`config.mk`:
```
export PLATFORM = sky130hd
export DESIGN_NAME = vc_pop_arbiter
export DESIGN_NICKNAME = d
export VERILOG_FILES = /design/src/rtl/vc_pop_arbiter_pkg.sv /design/src/rtl/vc_pop_arbiter_rr_pick.sv /design/src/rtl/vc_pop_arbiter.sv
export SDC_FILE = /design/constraint.sdc
export NUM_CORES = 1
export LEC_CHECK = 0
export CORE_MARGIN = 5
export CORE_UTILIZATION = 36
export DETAILED_ROUTE_END_ITERATION = 6
export PLACE_DENSITY = 0.85
export SYNTH_ARGS = -nofsm -noshare
export SYNTH_HDL_FRONTEND = slang
export SYNTH_SLANG_ARGS = --single-unit
export TNS_END_PERCENT = 1
```
`constraint.sdc`:
```
create_clock -name clk -period 2.3 [get_ports clk]
set_input_delay 0.345 -clock clk [delete_from_list [all_inputs] [get_ports clk]]
set_output_delay 0.345 -clock clk [all_outputs]
set_load 0.1 [all_outputs]
```
`src/rtl/vc_pop_arbiter_pkg.sv`:
```
// vc_pop_arbiter_pkg: shared defaults and FSM state encoding for the VC drain arbiter
package vc_pop_arbiter_pkg;
    localparam int DEF_BW  = 6;
    localparam int DEF_NCH = 4;
    typedef enum logic [1:0] {
        IDLE   = 2'd0,
        ACTIVE = 2'd1,
        PAUSE  = 2'd2
    } state_t;
endpackage

```
`src/rtl/vc_pop_arbiter_rr_pick.sv`:
```
// vc_pop_arbiter_rr_pick: round-robin priority find starting just after ptr
module vc_pop_arbiter_rr_pick #(
    parameter int N  = 4,
    parameter int IW = 2
) (
    input  logic [N-1:0]  mask,
    input  logic [IW-1:0] ptr,
    output logic          valid,
    output logic [IW-1:0] idx
);
    // Scan from the farthest offset down so the nearest set bit after ptr wins
    always_comb begin
        valid = |mask;
        idx   = '0;
        for (int k = N; k >= 1; k--)
            if (mask[(int'(ptr) + k) % N]) idx = IW'((int'(ptr) + k) % N);
    end
endmodule

```
`src/rtl/vc_pop_arbiter.sv`:
```
// vc_pop_arbiter: pops one non-empty VC FIFO per cycle into the egress FIFO with congestion priority and pause hysteresis
module vc_pop_arbiter
    import vc_pop_arbiter_pkg::*;
#(
    parameter int BW  = DEF_BW,
    parameter int NCH = DEF_NCH,
    localparam int IW = $clog2(NCH)
) (
    input  logic              clk,
    input  logic              reset_L,
    input  logic [NCH*BW-1:0] in_data,
    input  logic [NCH-1:0]    in_empty,
    input  logic [NCH-1:0]    in_almost_full,
    output logic [NCH-1:0]    in_pop,
    input  logic              out_full,
    input  logic              out_almost_full,
    input  logic              out_empty,
    input  logic              out_almost_empty,
    output logic              out_push,
    output logic [BW-1:0]     out_data,
    output logic [IW-1:0]     out_grant,
    output logic              paused
);
    state_t        state;
    logic [IW-1:0] rr_ptr, win;
    logic [NCH-1:0] hi, mask;
    logic          stop, resume, any_ne, pop_en, win_valid;

    assign stop   = out_almost_full | out_full;
    assign resume = out_almost_empty | out_empty;
    assign any_ne = ~&in_empty;
    assign hi     = ~in_empty & in_almost_full;
    assign mask   = |hi ? hi : ~in_empty;
    assign pop_en = (state != PAUSE) && !stop;
    assign paused = state == PAUSE;
    assign in_pop = (pop_en && win_valid) ? NCH'(1) << win : '0;

    vc_pop_arbiter_rr_pick #(.N(NCH), .IW(IW)) u_pick (
        .mask  (mask),
        .ptr   (rr_ptr),
        .valid (win_valid),
        .idx   (win)
    );

    always_ff @(posedge clk or negedge reset_L) begin
        if (!reset_L) begin
            state     <= IDLE;
            rr_ptr    <= IW'(NCH - 1);
            out_push  <= 1'b0;
            out_data  <= '0;
            out_grant <= '0;
        end else begin
            state    <= stop ? PAUSE : (state == PAUSE && !resume) ? PAUSE : any_ne ? ACTIVE : IDLE;
            out_push <= |in_pop;
            if (|in_pop) begin
                out_data  <= in_data[int'(win)*BW +: BW];
                out_grant <= win;
                rr_ptr    <= win;
            end
        end
    end
endmodule

```
==> run_results.csv <==
group,metric,value,unit
route,drcViolationCount,0,
sta,rsz0062_at_grt,"true",
setup_path,r2r_setup_slack,-0.04,ns
cells_and_area,mostFrequentLayoutCell,"buf_4",
placed_design,placed_area,1670,um^2
clock_tree,cts_htree_levels,1,
floorplanning,die_area,3450,um^2
hold_path,min_path_type,"in -> async",
global_route,grt_pass1_wl,5200,um
pwr,leakagePower,0.837,nW
cells_and_area,final_cell_mix,"35 x buf_4, 29 x clkdlybuf4s50_1, 11 x mux2i_1, 11 x dfrtp_1, 8 x nand2_1",
sta,period_share,105,%
sta,setup_viol,6,
status,status,"finished, violations left",
logic_synthesis,syn-num-nets,124,
global_route,grt.total_usage,19.7,%
floorplanning,die_h,58.8,um
logic_synthesis,ys_ff_latch,13,
cells_and_area,final_cells,200,
logic_synthesis,synth_warnings,0,
route,ant_nets,0,
logic_synthesis,yosysSeqAreaShare,38.3,%
setup_path,path_class,"reg -> out",
placed_design,gp_congestion,0.915,
sta,worst_pin_slew,0.575,ns
sta,worst_clock_skew,0.000503,ns
clock_tree,ctsHoldBuffers,0,
setup_path,cp.buffers_inverters,2,
setup_path,crit_path_end_kind,"primary output",
logic_synthesis,async_flop_share,100,%
sta,fin_tns_setup,-0.494,ns
pwr,vdd_ir_drop_max,0.971,mV
global_route,grt_pass1_vias,1175,
floorplanning,die_w,58.8,um
floorplanning,start_util,38.3,%
sta,hold_viol,0,
cells_and_area,num_antenna_cells,0,
setup_path,rr_startpoint,"rr_ptr[1]",
sta,period_minus_slack,2.42,ns
logic_synthesis,synthTopCellsByArea,"dfrtp_1 32%, mux2i_1 14%, dfstp_2 6.1%",
cells_and_area,area_delta_synth_final,119,%
sta,fmax,0.413,GHz
setup_path,critPathMaxStageDelay,0.59,ns
status,violations,"negative setup slack",
logic_synthesis,synth.avg_cell_area,9.95,um^2
cells_and_area,layout.nets,211,
setup_path,crit_path_start_kind,"register",
route,num_vias,1098,
sta,drv_slew,0,
floorplanning,io_pins,52,
placed_design,dp_slack,-0.320,ns
setup_path,crit_path_cell_trace,"inv_4, or4_4, a31oi_4, nand2_8, a21oi_4, buf_12",
clock_tree,clock_latency,0.27,ns
logic_synthesis,syn_area,856,um^2
setup_path,r2r_end,"out_data[2]",
floorplanning,row_count,17,
clock_tree,cts_tree,"built",
clock_tree,cts_sinks,13,
sta,finalWorstSetupSlack,-0.124,ns
pwr,p_per_area,843,nW/um^2
route,vias_per_cell,5.49,
sta,relSlewSlack,61.5,%
route,wl,3390,um
logic_synthesis,ys_types,31,
setup_path,reg2regPathDepth,8,
route,routedWlPerCell,16.9,um
cells_and_area,drive_gt1_share,47.7,%
clock_tree,cts-buffers-inserted,3,
clock_tree,root_buffer,"clkbuf_4",
setup_path,crit_family,"flip-flops",
setup_path,slowest_stage,"dfstp_2",
placed_design,placed_cells,187,
cells_and_area,fin_area,1870,um^2
flow_run,cap_violations,0,
logic_synthesis,netlist_instances,86,
global_route,grt_max_degree,14,
logic_synthesis,synth_edf_count,0,
clock_tree,clk_pin_slew,0.09,ns
setup_path,worstPathMaxFanout,4,
placed_design,io_buffers,51,
logic_synthesis,synthFlopType,"dfrtp_1",
clock_tree,clk_path_buf_depth,2,
route,drtIter0Drc,45,
pwr,total_power,1.58,mW
logic_synthesis,synth_top_area_cell,"dfrtp_1",
placed_design,dp_hpwl,2370,um
global_route,grt_antenna_before_repair,0,
logic_synthesis,yosys.area.top_type_share,32.2,%
route,first_pass_iters,4,
setup_path,worstPathArrival,2.08,ns
global_route,grt.overflow.total,0,
floorplanning,coreArea,2230,um^2
setup_path,critical_path_required,1.96,ns
[worst max path at each step]
| stage | depth (start not counted) | end | from |
|---|---|---|---|
| after floorplan | 6 | in_pop[3] | rr_ptr[1] |
| after global placement | 8 | in_pop[1] | in_almost_full[2] |
| after detailed placement | 9 | out_data[5] | in_empty[2] |
| after CTS | 6 | in_pop[3] | rr_ptr[1] |
| after global routing | 6 | in_pop[3] | rr_ptr[1] |
| final | 6 | in_pop[3] | rr_ptr[1] |
[per-stage QoR]
step / hold slack [ns] / utilization [%]
2_1_floorplan: 0.0494 / -
3_3_place_gp: 0.468 / 74.7
3_5_place_dp: 0.473 / 74.7
4_1_cts: 0.450 / 81.3
5_1_grt: 0.476 / 83.9
6_report: 0.430 / 83.9
[synthesized netlist by cell type, types with 2 or more instances]
cell	n
nor2_1	4
o21a_1	2
a31oi_1	4
nand2b_2	2
mux2i_1	12
o22ai_1	2
o32ai_1	2
dfrtp_1	11
inv_1	4
a21oi_1	5
dfstp_2	2
o221ai_1	6
o31ai_1	2
nand2_1	10
nand2b_1	2
[power by group]
part / total [mW] / switching (mW) / internal, mW
Clock: 0.144 / 0.0800 / 0.0644
Combinational: 1.07 / 0.711 / 0.360
Sequential: 0.363 / 0.0540 / 0.309
[cell type report]
class                           count  area, um^2
Tap cell                           28        35.0
Fill cell                         115         360
Clock buffer                        3        22.5
Multi-Input combinational cell     67         659
Inverter                            4        17.5
Sequential cell                    13         328
Clock inverter                      1        5.00
Timing Repair Buffer               84         806
[cell families after synthesis]
logic type	synth area share, %
AO/OA/AOI/OAI	29.5
multiplexers	14.0
buffers and inverters	3.95
flip-flops	38.3
AND/OR/NAND/NOR	14.2
[state kept, by name, indices dropped and copies added (netlist names)]
| register | count |
|---|---|
| state | 2 |
| out_push | 1 |
| rr_ptr | 2 |
| out_grant | 2 |
| out_data | 6 |
[timing repair]
action / in CTS / in global routing
endpoints found under the setup margin: 7 / 6
setup buffers: 6 / 3
gates resized for setup: 34 / 9
pin swaps: 9 / 9
[routing by layer]
layer	wire length (um)	vias to the layer above	track usage, %	part of all wire, %
li1	-	508	-	-
met1	1230	525	20.4	36
met2	1810	57	36.1	54
met3	274	8	5.70	8.1
met4	71	0	9.06	2.1
met5	0	-	0	0
Note: power is estimated with default switching activity, not from simulation.
